$ cat src/rtl/vga_pkg.sv
// Shared VGA types, default 640x480@60 timing and helpers for mode-derived sizes.
package vga_pkg;

  typedef logic [11:0] rgb444_t;

  localparam int unsigned VGA640_H_VISIBLE = 640;
  localparam int unsigned VGA640_H_FRONT   = 16;
  localparam int unsigned VGA640_H_SYNC    = 96;
  localparam int unsigned VGA640_H_BACK    = 48;
  localparam int unsigned VGA640_V_VISIBLE = 480;
  localparam int unsigned VGA640_V_FRONT   = 10;
  localparam int unsigned VGA640_V_SYNC    = 2;
  localparam int unsigned VGA640_V_BACK    = 33;

  // Total period of one axis: visible + front porch + sync + back porch.
  function automatic int unsigned vga_total(input int unsigned visible,
                                            input int unsigned front,
                                            input int unsigned sync,
                                            input int unsigned back);
    return visible + front + sync + back;
  endfunction

  // Counter/address width for n states, never below one bit.
  function automatic int unsigned width_of(input int unsigned n);
    return (n > 1) ? $clog2(n) : 1;
  endfunction

endpackage

$ cat src/rtl/vga_timing_fb_if.sv
// Framebuffer write port, colour inputs and timed VGA outputs of vga_timing_fb.
interface vga_timing_fb_if
  import vga_pkg::*;
#(
  parameter int unsigned CW = 5,
  parameter int unsigned RW = 4,
  parameter int unsigned HW = 10,
  parameter int unsigned VW = 10
);
  logic          wr_en;
  logic [CW-1:0] wr_col;
  logic [RW-1:0] wr_row;
  logic          wr_data;
  rgb444_t       fg;
  rgb444_t       bg;
  rgb444_t       rgb;
  logic          hs;
  logic          vs;
  logic          de;
  logic [HW-1:0] x;
  logic [VW-1:0] y;
  logic          line_start;
  logic          frame_start;

  modport master (
    output wr_en, wr_col, wr_row, wr_data, fg, bg,
    input  rgb, hs, vs, de, x, y, line_start, frame_start
  );

  modport slave (
    input  wr_en, wr_col, wr_row, wr_data, fg, bg,
    output rgb, hs, vs, de, x, y, line_start, frame_start
  );
endinterface

$ cat src/rtl/vga_counter.sv
// Horizontal/vertical raster counters with unregistered sync, active-area and start decode.
module vga_counter
  import vga_pkg::*;
#(
  parameter int unsigned H_VISIBLE = VGA640_H_VISIBLE,
  parameter int unsigned H_FRONT   = VGA640_H_FRONT,
  parameter int unsigned H_SYNC    = VGA640_H_SYNC,
  parameter int unsigned H_BACK    = VGA640_H_BACK,
  parameter int unsigned V_VISIBLE = VGA640_V_VISIBLE,
  parameter int unsigned V_FRONT   = VGA640_V_FRONT,
  parameter int unsigned V_SYNC    = VGA640_V_SYNC,
  parameter int unsigned V_BACK    = VGA640_V_BACK,
  parameter bit          HS_POL    = 1'b0,
  parameter bit          VS_POL    = 1'b0,
  localparam int unsigned H_TOTAL  = vga_total(H_VISIBLE, H_FRONT, H_SYNC, H_BACK),
  localparam int unsigned V_TOTAL  = vga_total(V_VISIBLE, V_FRONT, V_SYNC, V_BACK),
  localparam int unsigned HW       = width_of(H_TOTAL),
  localparam int unsigned VW       = width_of(V_TOTAL)
)(
  input  logic          clk,
  input  logic          rst,
  output logic [HW-1:0] h_cnt_o,
  output logic [VW-1:0] v_cnt_o,
  output logic          active_o,
  output logic          hsync_o,
  output logic          vsync_o,
  output logic          line_start_o,
  output logic          frame_start_o
);

  // One spare bit so boundaries equal to the total never truncate.
  localparam logic [HW:0] H_LAST   = (HW+1)'(H_TOTAL - 1);
  localparam logic [HW:0] H_VIS    = (HW+1)'(H_VISIBLE);
  localparam logic [HW:0] HS_BEGIN = (HW+1)'(H_VISIBLE + H_FRONT);
  localparam logic [HW:0] HS_END   = (HW+1)'(H_VISIBLE + H_FRONT + H_SYNC);
  localparam logic [VW:0] V_LAST   = (VW+1)'(V_TOTAL - 1);
  localparam logic [VW:0] V_VIS    = (VW+1)'(V_VISIBLE);
  localparam logic [VW:0] VS_BEGIN = (VW+1)'(V_VISIBLE + V_FRONT);
  localparam logic [VW:0] VS_END   = (VW+1)'(V_VISIBLE + V_FRONT + V_SYNC);

  logic [HW-1:0] h_q, h_d;
  logic [VW-1:0] v_q, v_d;
  logic [HW:0]   h_ext;
  logic [VW:0]   v_ext;

  assign h_ext = {1'b0, h_q};
  assign v_ext = {1'b0, v_q};

  always_comb begin
    h_d = h_q + 1'b1;
    v_d = v_q;
    if (h_ext == H_LAST) begin
      h_d = '0;
      v_d = (v_ext == V_LAST) ? '0 : v_q + 1'b1;
    end
  end

  always_ff @(posedge clk) begin
    if (rst) begin
      h_q <= '0;
      v_q <= '0;
    end else begin
      h_q <= h_d;
      v_q <= v_d;
    end
  end

  // Stage p0 boundary: decode straight from the counter state.
  assign h_cnt_o       = h_q;
  assign v_cnt_o       = v_q;
  assign active_o      = (h_ext < H_VIS) && (v_ext < V_VIS);
  assign hsync_o       = ((h_ext >= HS_BEGIN) && (h_ext < HS_END)) ? HS_POL : ~HS_POL;
  assign vsync_o       = ((v_ext >= VS_BEGIN) && (v_ext < VS_END)) ? VS_POL : ~VS_POL;
  assign line_start_o  = (h_q == '0);
  assign frame_start_o = (h_q == '0) && (v_q == '0);

endmodule

$ cat src/rtl/vga_timing_fb.sv
// VGA timing generator with a 1-bit-per-cell framebuffer selecting fg/bg per pixel.
module vga_timing_fb
  import vga_pkg::*;
#(
  parameter int unsigned H_VISIBLE  = VGA640_H_VISIBLE,
  parameter int unsigned H_FRONT    = VGA640_H_FRONT,
  parameter int unsigned H_SYNC     = VGA640_H_SYNC,
  parameter int unsigned H_BACK     = VGA640_H_BACK,
  parameter int unsigned V_VISIBLE  = VGA640_V_VISIBLE,
  parameter int unsigned V_FRONT    = VGA640_V_FRONT,
  parameter int unsigned V_SYNC     = VGA640_V_SYNC,
  parameter int unsigned V_BACK     = VGA640_V_BACK,
  parameter bit          HS_POL     = 1'b0,
  parameter bit          VS_POL     = 1'b0,
  parameter int unsigned CELL_SHIFT = 5,
  parameter int unsigned FB_COLS    = 20,
  parameter int unsigned FB_ROWS    = 15
)(
  input  logic            clk,
  input  logic            rst,
  vga_timing_fb_if.slave  bus
);

  localparam int unsigned H_TOTAL = vga_total(H_VISIBLE, H_FRONT, H_SYNC, H_BACK);
  localparam int unsigned V_TOTAL = vga_total(V_VISIBLE, V_FRONT, V_SYNC, V_BACK);
  localparam int unsigned HW      = width_of(H_TOTAL);
  localparam int unsigned VW      = width_of(V_TOTAL);
  localparam int unsigned CW      = width_of(FB_COLS);
  localparam int unsigned RW      = width_of(FB_ROWS);

  logic [HW-1:0] h_cnt_p0;
  logic [VW-1:0] v_cnt_p0;
  logic          vld_p0;
  logic          hs_p0;
  logic          vs_p0;
  logic          ls_p0;
  logic          fs_p0;

  vga_counter #(
    .H_VISIBLE (H_VISIBLE),
    .H_FRONT   (H_FRONT),
    .H_SYNC    (H_SYNC),
    .H_BACK    (H_BACK),
    .V_VISIBLE (V_VISIBLE),
    .V_FRONT   (V_FRONT),
    .V_SYNC    (V_SYNC),
    .V_BACK    (V_BACK),
    .HS_POL    (HS_POL),
    .VS_POL    (VS_POL)
  ) u_counter (
    .clk           (clk),
    .rst           (rst),
    .h_cnt_o       (h_cnt_p0),
    .v_cnt_o       (v_cnt_p0),
    .active_o      (vld_p0),
    .hsync_o       (hs_p0),
    .vsync_o       (vs_p0),
    .line_start_o  (ls_p0),
    .frame_start_o (fs_p0)
  );

  logic [FB_ROWS-1:0][FB_COLS-1:0] fb_q;

  logic [HW-1:0] cell_col_p0;
  logic [VW-1:0] cell_row_p0;
  logic [CW-1:0] rd_col_p0;
  logic [RW-1:0] rd_row_p0;
  logic          cell_in_p0;
  logic          cell_bit_p0;
  logic          wr_ok;

  assign cell_col_p0 = h_cnt_p0 >> CELL_SHIFT;
  assign cell_row_p0 = v_cnt_p0 >> CELL_SHIFT;
  assign cell_in_p0  = (32'(cell_col_p0) < FB_COLS) && (32'(cell_row_p0) < FB_ROWS);
  assign rd_col_p0   = CW'(cell_col_p0);
  assign rd_row_p0   = RW'(cell_row_p0);
  // Reads the registered array, so a same-cycle write to this cell is not yet visible.
  assign cell_bit_p0 = cell_in_p0 ? fb_q[rd_row_p0][rd_col_p0] : 1'b0;

  assign wr_ok = bus.wr_en && (32'(bus.wr_col) < FB_COLS) && (32'(bus.wr_row) < FB_ROWS);

  always_ff @(posedge clk) begin
    if (rst) begin
      fb_q <= '0;
    end else if (wr_ok) begin
      fb_q[bus.wr_row][bus.wr_col] <= bus.wr_data;
    end
  end

  // Stage p1 boundary: every output registered together from the p0 counter state.
  rgb444_t       rgb_p1_q, rgb_p1_d;
  logic [HW-1:0] x_p1_q;
  logic [VW-1:0] y_p1_q;
  logic          vld_p1_q;
  logic          hs_p1_q;
  logic          vs_p1_q;
  logic          ls_p1_q;
  logic          fs_p1_q;

  always_comb begin
    rgb_p1_d = '0;
    if (vld_p0) begin
      rgb_p1_d = cell_bit_p0 ? bus.fg : bus.bg;
    end
  end

  always_ff @(posedge clk) begin
    if (rst) begin
      rgb_p1_q <= '0;
      x_p1_q   <= '0;
      y_p1_q   <= '0;
      vld_p1_q <= 1'b0;
      hs_p1_q  <= ~HS_POL;
      vs_p1_q  <= ~VS_POL;
      ls_p1_q  <= 1'b0;
      fs_p1_q  <= 1'b0;
    end else begin
      rgb_p1_q <= rgb_p1_d;
      x_p1_q   <= h_cnt_p0;
      y_p1_q   <= v_cnt_p0;
      vld_p1_q <= vld_p0;
      hs_p1_q  <= hs_p0;
      vs_p1_q  <= vs_p0;
      ls_p1_q  <= ls_p0;
      fs_p1_q  <= fs_p0;
    end
  end

  assign bus.rgb         = rgb_p1_q;
  assign bus.x           = x_p1_q;
  assign bus.y           = y_p1_q;
  assign bus.de          = vld_p1_q;
  assign bus.hs          = hs_p1_q;
  assign bus.vs          = vs_p1_q;
  assign bus.line_start  = ls_p1_q;
  assign bus.frame_start = fs_p1_q;

endmodule

$ cat src/flat_wrapper.sv
// flat-port wrapper written by rule: the top's interface ports become plain ports
module vga_timing_fb_flat import vga_pkg::*;
#(
  parameter int unsigned H_VISIBLE  = VGA640_H_VISIBLE,
  parameter int unsigned H_FRONT    = VGA640_H_FRONT,
  parameter int unsigned H_SYNC     = VGA640_H_SYNC,
  parameter int unsigned H_BACK     = VGA640_H_BACK,
  parameter int unsigned V_VISIBLE  = VGA640_V_VISIBLE,
  parameter int unsigned V_FRONT    = VGA640_V_FRONT,
  parameter int unsigned V_SYNC     = VGA640_V_SYNC,
  parameter int unsigned V_BACK     = VGA640_V_BACK,
  parameter bit          HS_POL     = 1'b0,
  parameter bit          VS_POL     = 1'b0,
  parameter int unsigned CELL_SHIFT = 5,
  parameter int unsigned FB_COLS    = 20,
  parameter int unsigned FB_ROWS    = 15
)
  (clk, rst, bus_wr_en, bus_wr_col, bus_wr_row, bus_wr_data, bus_fg, bus_bg, bus_rgb, bus_hs, bus_vs, bus_de, bus_x, bus_y, bus_line_start, bus_frame_start);
  vga_timing_fb_if #(.CW(5), .RW(4), .HW(10), .VW(10)) bus_i ();
  input  logic clk;
  input  logic rst;
  input wire logic [$bits(bus_i.wr_en)-1:0] bus_wr_en;
  input wire logic [$bits(bus_i.wr_col)-1:0] bus_wr_col;
  input wire logic [$bits(bus_i.wr_row)-1:0] bus_wr_row;
  input wire logic [$bits(bus_i.wr_data)-1:0] bus_wr_data;
  input wire logic [$bits(bus_i.fg)-1:0] bus_fg;
  input wire logic [$bits(bus_i.bg)-1:0] bus_bg;
  output wire logic [$bits(bus_i.rgb)-1:0] bus_rgb;
  output wire logic [$bits(bus_i.hs)-1:0] bus_hs;
  output wire logic [$bits(bus_i.vs)-1:0] bus_vs;
  output wire logic [$bits(bus_i.de)-1:0] bus_de;
  output wire logic [$bits(bus_i.x)-1:0] bus_x;
  output wire logic [$bits(bus_i.y)-1:0] bus_y;
  output wire logic [$bits(bus_i.line_start)-1:0] bus_line_start;
  output wire logic [$bits(bus_i.frame_start)-1:0] bus_frame_start;
  assign bus_i.wr_en = bus_wr_en;
  assign bus_i.wr_col = bus_wr_col;
  assign bus_i.wr_row = bus_wr_row;
  assign bus_i.wr_data = bus_wr_data;
  assign bus_i.fg = bus_fg;
  assign bus_i.bg = bus_bg;
  assign bus_rgb = bus_i.rgb;
  assign bus_hs = bus_i.hs;
  assign bus_vs = bus_i.vs;
  assign bus_de = bus_i.de;
  assign bus_x = bus_i.x;
  assign bus_y = bus_i.y;
  assign bus_line_start = bus_i.line_start;
  assign bus_frame_start = bus_i.frame_start;
  vga_timing_fb #(.H_VISIBLE(H_VISIBLE), .H_FRONT(H_FRONT), .H_SYNC(H_SYNC), .H_BACK(H_BACK), .V_VISIBLE(V_VISIBLE), .V_FRONT(V_FRONT), .V_SYNC(V_SYNC), .V_BACK(V_BACK), .HS_POL(HS_POL), .VS_POL(VS_POL), .CELL_SHIFT(CELL_SHIFT), .FB_COLS(FB_COLS), .FB_ROWS(FB_ROWS)) u_core (.clk(clk), .rst(rst), .bus(bus_i));
endmodule
$ cat config.mk
export PLATFORM = sky130hd
export DESIGN_NAME = vga_timing_fb_flat
export DESIGN_NICKNAME = d
export VERILOG_FILES = /design/src/rtl/vga_pkg.sv /design/src/rtl/vga_timing_fb_if.sv /design/src/rtl/vga_counter.sv /design/src/rtl/vga_timing_fb.sv /design/src/flat_wrapper.sv
export SDC_FILE = /design/constraint.sdc
export NUM_CORES = 1
export LEC_CHECK = 0
export CAP_MARGIN = 15
export CORE_ASPECT_RATIO = 2
export CORE_UTILIZATION = 60
export CTS_CLUSTER_DIAMETER = 60
export DETAILED_ROUTE_END_ITERATION = 7
export PLACE_DENSITY = 0.79
export SYNTH_ARGS = -nofsm -noshare
export SYNTH_HDL_FRONTEND = slang
export SYNTH_SLANG_ARGS = --single-unit
$ cat constraint.sdc
create_clock -name clk -period 2.9 [get_ports clk]
set_input_delay 0.725 -clock clk [delete_from_list [all_inputs] [get_ports clk]]
set_output_delay 0.725 -clock clk [all_outputs]
set_load 0.03 [all_outputs]
==> metrics.txt <==
Avg Synthesized Cell Area 8.47 um^2; synth-to-layout area growth 19.5%; Leak Pwr roughly 0.0065 uW; yosys warns 0; num ports 74; final HPWL from detailed placement 38000 um; Critical Path RT 3.32 ns; Pins Over Slew Limit 0; DIE AREA about 29000 um^2; Reg area 7160 um^2; Tmin final approximately 3.0 ns; multi-input logic area slightly below 9000 um^2; drt drc 0; CTS tree yes; failing checks negative setup slack; DRT iter0 DRCs 2349; Worst Path Arrival 3.38 ns; clock latency on the worst-skew pair 0.54 ns; Crit Path Max Fanout 12; register area share after synthesis roughly 43%; Synth Instances a little under 2000; post-synth top area share between 40% and 50%; flops & latches, synth about 360; Placed Cells between 2000 and 2500; Core Rows 86; Syn Nets roughly 2000; Die H 238 um; clock slew at reported path FFs roughly 0.06 ns; RD Place Congestion 0.980; clk_skew ~0.011 ns; first-pass GRT wire length 89500 um; post-route ant nets 0; ys async rst share 0%; synthesized cell area around 17000 um^2; Yosys top cell by area dfxtp_1; Netlist cell types 63; worst vdd ir 0.000419 V; Tcrit/Tclk final 102%; H-Tree Depth 2; FMAX between 300 and 400 MHz; worst-margin pin slew between 0.7 and 0.8 ns; Crit Path Class reg2reg; WL/cell 25.2 um; endpoint class of the critical path flop; # setup viols final 12; EDFF count, synth 0; chip width roughly 120 um; Cell Count, Final, Fillers Out between 2000 and 2500; GRT Residual Overflow 0; Core Area 27400 um^2; pwr dens 504 nW/um^2; vias in the first global route about 16000; final-report hold violation count 0; IO Port Bufs 73; largest net degree at the start of global routing between 100 and 150; max_cap viols 0; clk buf depth 3; reg-to-reg setup timing slack -0.06 ns; fin area 20000 um^2; slack of the critical path -0.0625 ns; status complete, but fails checks; Total GRT Usage 41.0%; Area contributors post-synth dfxtp_1, nand3_1, o21ai_0; Vias/cell 7.03; CP Launch Type flop; via count between 15000 and 20000; HP Class reg2reg; Final nets ~2100; clk root buf clkbuf_16; initial antenna violation count 1; total wire length roughly 60000 um; placed inst area ~18000 um^2; RSZ-0062 raised after global routing true; slew margin rel. 48.4%; Detailed Routing Iterations Pass 1 8; predominant post-synthesis flop cell dfxtp_1; layout cells sized above 1 between 10% and 20%; CTS Buf Count 34; Starting Density 60.9%; fillers 2049; clock sink count approximately 360
==> power breakdown <==
| group | total (uW) | internal, uW | switching, uW |
|---|---|---|---|
| clock network | 4600 | 2620 | 1980 |
| logic | 539 | 165 | 374 |
| registers | 4930 | 4920 | 9.65 |
| total | 10100 | 7700 | 2370 |
==> stage by stage <==
step	utilization [%]	total power (uW)	hold slack [ns]	TNS, ns	setup WS, ns
global placement	67.1	5550	0.456	-0.508	-0.0476
detailed placement	67.1	5550	0.465	-0.950	-0.0820
CTS	71.7	10000	0.473	0	0.0352
finish	72.8	10100	0.474	-0.530	-0.0625
global route	72.8	10300	0.494	-1.18	-0.121
floorplan	-	5320	0.442	0	0.310
==> metal layers <==
layer  vias up  track usage [%]  wire length [um]
met5         -                0                 0
met4         0             34.6              5520
met3       381             7.03              6510
met2      1316             66.7             29000
met1      7974             46.3             19800
li1       7321                -                 -
==> state kept, by name (all words and copies together) (netlist names), 10 cells and up <==
name and cells:
u_core.bus.rgb 12, u_core.bus.y 10, u_core.u_counter.h_cnt_o 10, u_core.fb_q 300
u_core.u_counter.v_cnt_o 10, u_core.bus.x 10
==> worst paths after layout <==
| path | start | end | depth (start not counted) |
|---|---|---|---|
| setup / recovery | u_core.u_counter.v_cnt_o[5]$_SDFFE_PP0P_ | u_core.bus.rgb[3]$_SDFF_PP0_ | 11 |
| hold / removal | u_core.fb_q[133]$_SDFFE_PP0P_ | u_core.fb_q[133]$_SDFFE_PP0P_ | 2 |
| setup reg to reg | u_core.u_counter.v_cnt_o[5]$_SDFFE_PP0P_ | u_core.bus.rgb[3]$_SDFF_PP0_ | 11 |
| hold reg to reg | u_core.fb_q[133]$_SDFFE_PP0P_ | u_core.fb_q[133]$_SDFFE_PP0P_ | 2 |
==> synth_stat cells (10+ instances only) <==
cell type	number
a21boi_1	10
nand4_1	12
mux4_1	17
clkbuf_1	187
and3_1	10
buf_6	11
nor3_1	18
nand3_1	330
o21ai_0	325
inv_1	11
nor2b_1	29
nand2_1	47
nor2_1	61
dfxtp_1	357
a21oi_1	309
mux4_2	38
mux2i_1	38
==> cells by family after synthesis <==
logic type                 Yosys count  synth area share (%)
and+or+nand+nor                    558                  16.9
buffers and inverters              240                  6.51
adders and majority gates            4                 0.299
AOI/OAI and AO/OA                  704                  22.4
DFF                                357                  42.8
muxes                               97                  10.4
xor gates and xnor gates            14                 0.733
==> repair_timing <==
action,CTS,global route
endpoints found under the setup margin,12,12
hold buffers,0,0
resized for setup,8,52
pin swaps,2,15
cloned,1,3
setup buffers,4,17
==> worst max-delay path, cell delays in order (launching register included) <==
cell       delay, ns
dfxtp_4         0.39
buf_12          0.12
buf_16          0.17
buf_4           0.21
mux4_2          0.52
o2111ai_1       0.35
nand4_1         0.17
a32oi_2         0.28
o221ai_1        0.14
buf_4           0.23
o21ai_2         0.15
a21boi_1        0.09
==> cell usage in the layout (no fill, tap or decap), types with 5 or more instances in the layout <==
cell type / instances
dfxtp_1: 354
nand3_1: 330
o21ai_0: 312
a21oi_1: 308
buf_4: 153
clkdlybuf4s50_1: 71
nor2_1: 56
nand2_1: 47
mux4_2: 41
clkbuf_16: 38
mux2i_1: 36
nor2b_1: 29
buf_12: 23
mux4_1: 14
nor3_1: 12
nand4_1: 12
a21boi_1: 12
inv_1: 11
and3_1: 10
nand3b_1: 9
xor2_1: 9
clkbuf_8: 9
and2_1: 8
nand2b_1: 8
o211ai_1: 8
o2bb2ai_1: 8
o21ai_2: 8
or3_1: 7
o221ai_1: 7
clkinv_2: 7
nor3_2: 6
xnor2_1: 5
a211oi_1: 5
o21ai_1: 5
clkbuf_1: 5
buf_6: 5
==> layout make-up <==
class | instances | area share [%]
antenna | 1 | 0.0125
multi-input combinational | 1378 | 43.5
inverter | 11 | 0.207
timing repair buffer | 259 | 12.6
sequential | 357 | 35.8
tap | 352 | 2.20
clock buffer | 50 | 5.28
clock inverter | 10 | 0.407
Power figures use the tool's default switching activity.
